File: config.mk
export PLATFORM = sky130hd
export DESIGN_NAME = vga_fb_scheduler
export DESIGN_NICKNAME = d
export VERILOG_FILES = /design/src/rtl/vga_fb_scheduler.sv
export SDC_FILE = /design/constraint.sdc
export NUM_CORES = 1
export LEC_CHECK = 0
export CAP_MARGIN = 30
export CORE_MARGIN = 2
export CORE_UTILIZATION = 45
export DETAILED_ROUTE_END_ITERATION = 10
export GPL_TIMING_DRIVEN = 0
export PLACE_DENSITY = 0.72
export SLEW_MARGIN = 5
export SYNTH_ARGS = -nofsm -noshare
export SYNTH_HDL_FRONTEND = slang
export SYNTH_SLANG_ARGS = --single-unit
export TNS_END_PERCENT = 20
File: constraint.sdc
create_clock -name clk -period 2.1 [get_ports clk]
set_input_delay 0.63 -clock clk [delete_from_list [all_inputs] [get_ports clk]]
set_output_delay 0.63 -clock clk [all_outputs]
set_load 0.02 [all_outputs]
File: src/rtl/vga_fb_scheduler.sv
// rtl/vga_fb_scheduler.sv - framebuffer RAM arbiter between VGA line prefetch and pixel writer
module vga_fb_scheduler #(
    parameter int DATA_W   = 6,
    parameter int ADDR_W   = 16,
    parameter int LAST_ROW = 239
) (
    input  logic              clk,
    input  logic              i_rst_n,
    input  logic              i_frame_start,
    input  logic              i_line_start,
    input  logic              i_wr_req,
    input  logic [ADDR_W-1:0] i_wr_addr,
    input  logic [DATA_W-1:0] i_wr_data,
    output logic              o_wr_ack,
    output logic [ADDR_W-1:0] o_fb_addr,
    output logic              o_fb_we,
    output logic [DATA_W-1:0] o_fb_wdata,
    input  logic [DATA_W-1:0] i_fb_rdata,
    output logic              o_lb_we,
    output logic              o_lb_bank,
    output logic [7:0]        o_lb_addr,
    output logic [DATA_W-1:0] o_lb_wdata,
    output logic              o_disp_bank,
    output logic              o_overrun
);

    typedef enum logic [1:0] {S_IDLE, S_WRITE, S_FETCH, S_DRAIN} state_t;

    localparam logic [9:0] LAST_TRIG_LINE = 10'(2 * LAST_ROW - 1);

    state_t     state, state_nxt;
    logic [9:0] lc;
    logic [9:0] lc_inc;
    logic       pending;
    logic       bank;
    logic [7:0] row;
    logic [7:0] col;
    logic [7:0] trig_row;
    logic       rd_issued;
    logic       trig_line;
    logic       trig;
    logic       busy;
    logic       start_fetch;

    // Row n is fetched on VGA line 2n-1 so it is ready when line 2n starts.
    assign lc_inc      = lc + 10'd1;
    assign trig_line   = i_line_start && !i_frame_start && lc_inc[0] && (lc_inc <= LAST_TRIG_LINE);
    assign trig        = i_frame_start || trig_line;
    assign trig_row    = i_frame_start ? 8'd0 : 8'((lc_inc + 10'd1) >> 1);
    assign busy        = (state == S_FETCH) || (state == S_DRAIN);
    assign start_fetch = (state_nxt == S_FETCH) && (state != S_FETCH);

    assign o_disp_bank = lc[1];
    // The RAM output register acts as the line-buffer data register.
    assign o_lb_wdata  = o_lb_we ? i_fb_rdata : '0;

    always_ff @(posedge clk or negedge i_rst_n) begin
        if (!i_rst_n) begin
            state <= S_IDLE;
        end else begin
            state <= state_nxt;
        end
    end

    // A trigger seen in IDLE holds off the writer so the fetch always wins.
    always_comb begin
        state_nxt = state;
        case (state)
            S_IDLE: begin
                if (pending) begin
                    state_nxt = S_FETCH;
                end else if (!trig && i_wr_req) begin
                    state_nxt = S_WRITE;
                end
            end
            S_WRITE: state_nxt = (pending || trig) ? S_FETCH : S_IDLE;
            S_FETCH: begin
                if (col == 8'hFF) begin
                    state_nxt = S_DRAIN;
                end
            end
            S_DRAIN: state_nxt = S_IDLE;
            default: state_nxt = S_IDLE;
        endcase
    end

    always_ff @(posedge clk or negedge i_rst_n) begin
        if (!i_rst_n) begin
            lc         <= '0;
            pending    <= 1'b0;
            bank       <= 1'b0;
            row        <= '0;
            col        <= '0;
            rd_issued  <= 1'b0;
            o_overrun  <= 1'b0;
            o_wr_ack   <= 1'b0;
            o_fb_we    <= 1'b0;
            o_fb_addr  <= '0;
            o_fb_wdata <= '0;
            o_lb_we    <= 1'b0;
            o_lb_bank  <= 1'b0;
            o_lb_addr  <= '0;
        end else begin
            if (i_frame_start) begin
                lc <= '0;
            end else if (i_line_start) begin
                lc <= lc_inc;
            end

            if (trig && busy) begin
                o_overrun <= 1'b1;
            end
            if (trig && !busy) begin
                row  <= trig_row;
                bank <= trig_row[0];
            end

            if (start_fetch) begin
                pending <= 1'b0;
                col     <= '0;
            end else begin
                if (trig && !busy) begin
                    pending <= 1'b1;
                end
                if (state == S_FETCH) begin
                    col <= col + 8'd1;
                end
            end

            o_fb_we  <= (state == S_WRITE);
            o_wr_ack <= (state == S_WRITE);
            if (state == S_WRITE) begin
                o_fb_addr  <= i_wr_addr;
                o_fb_wdata <= i_wr_data;
            end else if (state == S_FETCH) begin
                o_fb_addr <= ADDR_W'({row, col});
            end

            // Line-buffer write trails the read address by one clock.
            rd_issued <= (state == S_FETCH);
            o_lb_we   <= rd_issued;
            if (rd_issued) begin
                o_lb_addr <= o_fb_addr[7:0];
                o_lb_bank <= bank;
            end
        end
    end

endmodule

==> results.py, run 1 <==
metrics = {
    "critical_path": {
        "critPathMaxFanout": 7,
        "critical_path_class": "register to register",
        "reg2reg_depth": 7,
        "crit_arrival_ns": 2.51,
        "end_kind": "register",
        "start_kind": "register",
        "worstPathRequired_ns": 2.33,
    },
    "cells_and_area": {
        "syn2layout_area_growth_pct": 39.4,
        "diodes": 0,
        "final_core_utilization_pct": 64.2,
        "fillers": 558,
        "drive_above_1_share_pct": 19.3,
        "nets": 451,
        "final_cells": 514,
    },
    "routing": {
        "routed_wl_mm": 7.47,
        "dr_total_vias": 2665,
        "routedWlPerCell_um": 14.5,
        "ant_nets": 0,
        "first_pass_iters": 6,
        "drc": 0,
        "vias_per_cell": 5.18,
        "first_iter_violations": 121,
    },
    "synth": {
        "synthSimpleGateAreaFrac_pct": 14.4,
        "synth_top_family_by_area": "simple AND/OR/NAND/NOR gates",
        "synth.cell_area_sq_um": 3310,
        "synth_cell_types": 50,
        "synth_ff_type": "dfrtp_1",
        "synth_enable_flop_cells": 0,
        "ys_seq_elements": 64,
        "syn_inst": 316,
        "ys_warn_count": 0,
        "yosys.area.top_type_share_pct": 48.4,
        "synth_top_cell_by_area": "dfrtp_1",
        "syn_nets": 357,
        "synthMuxAreaShare_pct": 12.9,
        "async_flop_share_pct": 100,
        "synthAdderAreaFrac_pct": 3.03,
        "yosysSeqAreaShare_pct": 48.4,
        "synth_compound_area_share_pct": 11.7,
        "yosysMostFrequentCell": "dfrtp_1",
        "synth.avg_cell_area_sq_um": 10.5,
        "synth_common_cells": "64 x dfrtp_1, 45 x nor2_1, 20 x a21oi_1, 20 x mux2_2, 20 x mux2i_1",
        "synthTopCellsByArea": "dfrtp_1 48%, mux2_2 6.8%, mux2i_1 6.1%",
        "synthXorXnorAreaFrac_pct": 5.56,
    },
    "cts": {
        "clk_latency_ns": 0.35,
        "cts_tree": "done",
        "clkTransAtPathRegs_ns": 0.08,
        "root_buffer": "clkbuf_8",
        "cts_buffers": 9,
        "clock_path_buffers": 2,
        "ctsHtreeMaxLevel": 3,
        "clkSinkCount": 64,
    },
    "sta": {
        "period_share_pct": 109,
        "slew_violations": 0,
        "finalWorstSetupSlack_ns": -0.182,
        "skew_ns": 0.0124,
        "tightestPinTransition_ns": 0.782,
        "hold_viol": 0,
        "rsz0062_at_grt": "true",
        "slew_headroom_pct": 47.8,
        "setup_viol": 12,
        "tns_ns": -1.36,
        "period_minus_slack_ns": 2.28,
        "fmax_ghz": 0.438,
        "hold_ws_ns": 0.361,
    },
    "floorplan": {
        "io_pins": 75,
        "fp.dieH_um": 89.7,
        "row_count": 31,
        "start_util_pct": 46.1,
        "die_w_um": 89.7,
        "die-area_sq_um": 8050,
        "core_area_sq_um": 7180,
    },
    "outcome": {
        "violations": "setup timing",
        "outcome": "finished, violations left",
    },
    "global_routing": {
        "grt_max_degree": 65,
        "grt_usage_pct": 18.9,
        "antenna_found_initial": 0,
        "grt_pass1_vias": 2632,
        "grt_pass1_wl_mm": 12.6,
        "overflow": 0,
    },
    "placement": {
        "dp.cells": 488,
        "place_congestion": 0.818,
        "portBuffers": 73,
        "dp.final_hpwl_mm": 5.05,
    },
    "power_and_ir_drop": {
        "power_leakage_nw": 1.95,
        "ir_drop_uv": 255,
        "power_w": 0.00280,
        "power_density_nw_per_um2": 607,
    },
    "job": {
        "cap_violations": 0,
    },
    "hold_path": {
        "hp-class": "input port to asynchronous set/reset pin",
    },
}
worst paths after layout:
path,from,endpoint,slack (ns)
worst max-delay path,lc[0],row[0],-0.18
min in group clk,rd_issued,o_lb_we,0.38
worst min-delay path,i_rst_n,lc[7],0.36
worst min register to register,rd_issued,o_lb_we,0.38
worst max register to register,lc[0],row[0],-0.18
max in group asynchronous,i_rst_n,lc[1],1.20
report_power, final:
part	internal [W]	switching, W
logic	0.000139	0.000127
clock network	0.000785	0.000489
registers	0.00125	0.0000129
through the flow:
stage	worst slack, ns	instance area, sq um
3_3_place_gp	-1.95	4200
5_1_grt	-0.279	4610
4_1_cts	-0.147	4560
6_report	-0.182	4610
3_5_place_dp	-0.342	4200
2_1_floorplan	-0.109	3340
cells in the final DEF (no fill, tap or decap), drive strengths merged, types with 8 or more instances in the layout:
cell,n
a21oi,20
buf,24
clkbuf,21
clkdlybuf4s50,66
dfrtp,64
ha,8
inv,10
mux2,20
mux2i,20
nand2,16
nor2,45
o21ai,12
xnor2,10
xor2,11
per-layer routing:
layer / part of all wire, % / track usage (%)
met1: 48 / 26.3
met2: 45 / 28.8
met5: 0 / 0
met3: 5.7 / 4.44
met4: 1.5 / 7.69
worst max-delay path, cell delays in order (launching register included):
cell and delay (ns):
dfrtp_1 0.42, buf_6 0.15, a21bo_4 0.22, a2111oi_4 0.38, o31ai_2 0.11, o211a_4 0.27, o21ai_4 0.29, mux2_4 0.33
flip-flops by register name, indices dropped and copies added (netlist names):
signal,flops
state,2
lc,10
pending,1
o_lb_we,1
rd_issued,1
o_overrun,1
col,8
row,8
o_fb_addr,16
o_fb_we,1
o_lb_bank,1
o_fb_wdata,6
o_lb_addr,8
area by class of cell:
class,count,area (sq um),share of cell area (%)
multi-input combinational,223,1700,36.8
sequential,64,1600,34.8
timing repair buffer,84,811,17.6
clock buffer,10,128,2.77
tap,99,124,2.69
clock inverter,6,108,2.33
buffer,18,101,2.20
inverter,10,37.5,0.814
repair_timing:
item                       4_1_cts  5_1_grt
resized for setup               37       17
hold buffers                     0        0
setup endpoints to repair       34       42
pin swaps                        7        8
buffers inserted                 9        2
logic make-up (layout without fill, tap and decap cells):
kind of cell	Yosys count	in the layout
XOR/XNOR	21	21
AO/OA/AOI/OAI	56	56
flip-flops	64	64
buffers and inverters	29	128
AND/OR/NAND/NOR	98	98
adder cells (fa/ha/maj)	8	8
multiplexers	40	40
No activity file was read; power rests on OpenSTA's default activity.
==> run 2: changes to the inputs <==
Settings changed: CELL_PAD_IN_SITES_DETAIL_PLACEMENT from default to 1, CELL_PAD_IN_SITES_GLOBAL_PLACEMENT from default to 1, CORE_UTILIZATION 45 to 35, SETUP_SLACK_MARGIN from default to 0.5.
==> run 2 against run 1 <==
Effect of this change:
- the flow still finishes with violations (setup timing)
- via count rose by 1.8%
- count of clock-buffer cells in the layout did not move
- setup slack improved by 0.030 ns
- clock power fell by 18%
- sequential share of layout area fell by 0.24 points
- first-iteration DRC count fell by 47%
- utilization fell by 14 points
- non-clock buffer count rose by 6
==> results.py, run 2 (synthesized netlist as in run 1, its figures left out) <==
metrics = {
    "outcome": {
        "outcome": "finished, violations left",
        "violations": "setup timing",
    },
    "cts": {
        "cts_tree": "done",
        "root_buffer": "clkbuf_8",
        "cts_buffers": 9,
        "clkTransAtPathRegs_ns": 0.09,
        "ctsHtreeMaxLevel": 3,
        "clkSinkCount": 64,
        "clock_path_buffers": 2,
        "cts_hold_buf": 0,
        "clk_latency_ns": 0.35,
    },
    "critical_path": {
        "start_kind": "register",
        "reg2reg_depth": 8,
        "crit_end": "row[2]",
        "worstReg2RegStart": "lc[3]",
        "startpoint": "lc[3]",
        "end_kind": "register",
        "critical_path_class": "register to register",
        "crit_arrival_ns": 2.48,
        "r2r-end": "row[2]",
        "critPathMaxFanout": 7,
        "regToRegSetupSlack_ns": -0.15,
        "worstPathRequired_ns": 2.32,
    },
    "routing": {
        "drc": 0,
        "dr_total_vias": 2713,
        "first_pass_iters": 4,
        "vias_per_cell": 5.09,
        "routed_wl_mm": 8.93,
        "routedWlPerCell_um": 16.7,
        "first_iter_violations": 64,
        "ant_nets": 0,
    },
    "power_and_ir_drop": {
        "combPwrFrac_pct": 10.7,
        "p_seq_share_pct": 48.8,
        "p_int_w": 0.00193,
        "switching_share_pct": 25.1,
        "power_leakage_nw": 2.08,
        "power_density_nw_per_um2": 555,
        "ir_drop_uv": 355,
        "power_switching_w": 0.000648,
        "power_frac_clock_pct": 40.4,
        "power_w": 0.00258,
    },
    "global_routing": {
        "grt_max_degree": 65,
        "grt_usage_pct": 17.9,
        "grt_pass1_vias": 2775,
        "antenna_found_initial": 0,
        "overflow": 0,
        "grt_pass1_wl_mm": 14.4,
    },
    "placement": {
        "portBuffers": 73,
        "dp.cells": 500,
        "dp.final_hpwl_mm": 5.99,
        "preCtsSetupSlack_ns": -0.350,
        "place_congestion": 0.780,
        "placed_cell_area_sq_um": 4210,
    },
    "sta": {
        "slew_violations": 0,
        "fmax_ghz": 0.444,
        "hold_viol": 0,
        "rsz0062_at_grt": "true",
        "period_share_pct": 107,
        "skew_ns": 0.0178,
        "finalWorstSetupSlack_ns": -0.152,
        "slew_headroom_pct": 45.0,
        "tightestPinTransition_ns": 0.826,
        "period_minus_slack_ns": 2.25,
        "setup_viol": 11,
    },
    "floorplan": {
        "die-area_sq_um": 10200,
        "row_count": 35,
        "start_util_pct": 35.9,
        "fp.dieH_um": 101,
        "core_area_sq_um": 9200,
        "die_w_um": 101,
        "io_pins": 75,
    },
    "cells_and_area": {
        "drive_above_1_share_pct": 36.5,
        "regMostFlops": "o_fb_addr",
        "largest_reg_flops": 16,
        "diodes": 0,
        "fin_area_sq_um": 4640,
        "layout.cells.most_common": "dfrtp_1",
        "mostFrequentLayoutCells": "62 x dfrtp_1, 39 x nor2_1, 33 x buf_2, 24 x clkdlybuf4s50_1, 20 x a21oi_1",
        "nets": 458,
        "reg_top3": "o_fb_addr: 16 flops, lc: 10 flops",
        "fillers": 1034,
        "syn2layout_area_growth_pct": 40.5,
        "final_cells": 533,
    },
    "job": {
        "cap_violations": 0,
    },
    "hold_path": {
        "hp-class": "input port to asynchronous set/reset pin",
    },
}
==> run 2: metrics by stage <==
step	util, %	setup TNS [ns]	hold WS (ns)
floorplan	-	-0.545	0.334
CTS	49.2	-0.540	0.386
finish	50.5	-0.882	0.383
global placement	45.8	-119.04	0.360
global route	50.5	-2.01	0.410
detailed placement	45.8	-6.11	0.368
==> run 2: how the worst min path moves through the flow <==
stage	startpoint	end	slack (ns)	cells past startpoint
after floorplan	i_rst_n	col[0]	0.33	0
after global placement	rd_issued	o_lb_we	0.36	0
after detailed placement	rd_issued	o_lb_we	0.37	0
after CTS	rd_issued	o_lb_we	0.39	0
after global routing	rd_issued	o_lb_we	0.41	0
final	i_rst_n	o_lb_we	0.38	1
==> run 2: power groups by stage <==
stage / Clock [W] / Combinational (W) / Sequential, W
floorplan: 0 / 0.0000891 / 0.00129
global placement: 0 / 0.000228 / 0.00128
detailed placement: 0 / 0.000232 / 0.00129
CTS: 0.00108 / 0.000270 / 0.00126
global route: 0.00113 / 0.000302 / 0.00126
finish: 0.00104 / 0.000276 / 0.00126
==> run 2: area by class of cell <==
cell class	count	area, sq um	area share [%]
Buffer	19	154	3.31
Clock buffer	10	128	2.75
Clock inverter	6	60.1	1.29
Inverter	10	37.5	0.808
Multi-Input combinational cell	224	1810	39.0
Sequential cell	64	1600	34.5
Tap cell	111	139	2.99
Timing Repair Buffer	89	711	15.3
==> run 2: critical path, stage by stage (launching register included) <==
cell       delay [ns]
dfrtp_1          0.38
buf_6            0.13
nand3b_1         0.23
a2111oi_4        0.42
o31ai_2          0.13
o211a_4          0.26
o21ai_4          0.15
buf_12           0.14
mux2_4           0.29
==> run 2: layer usage <==
metal  share of wire [%]  global-route usage (%)  up-vias  wire [um]
met5                   0                       0        -          0
met4                0.78                    4.99        0         70
met3                 4.0                    3.31        8        356
met2                  49                    29.9       59       4400
met1                  46                    23.9     1349       4100
li1                    -                       -     1297          -
==> run 2: timing repair <==
action | CTS | global route
setup endpoints to repair | 92 | 58
cloned | 1 | 0
resized for setup | 241 | 34
buffers inserted | 14 | 2
pin swaps | 22 | 9
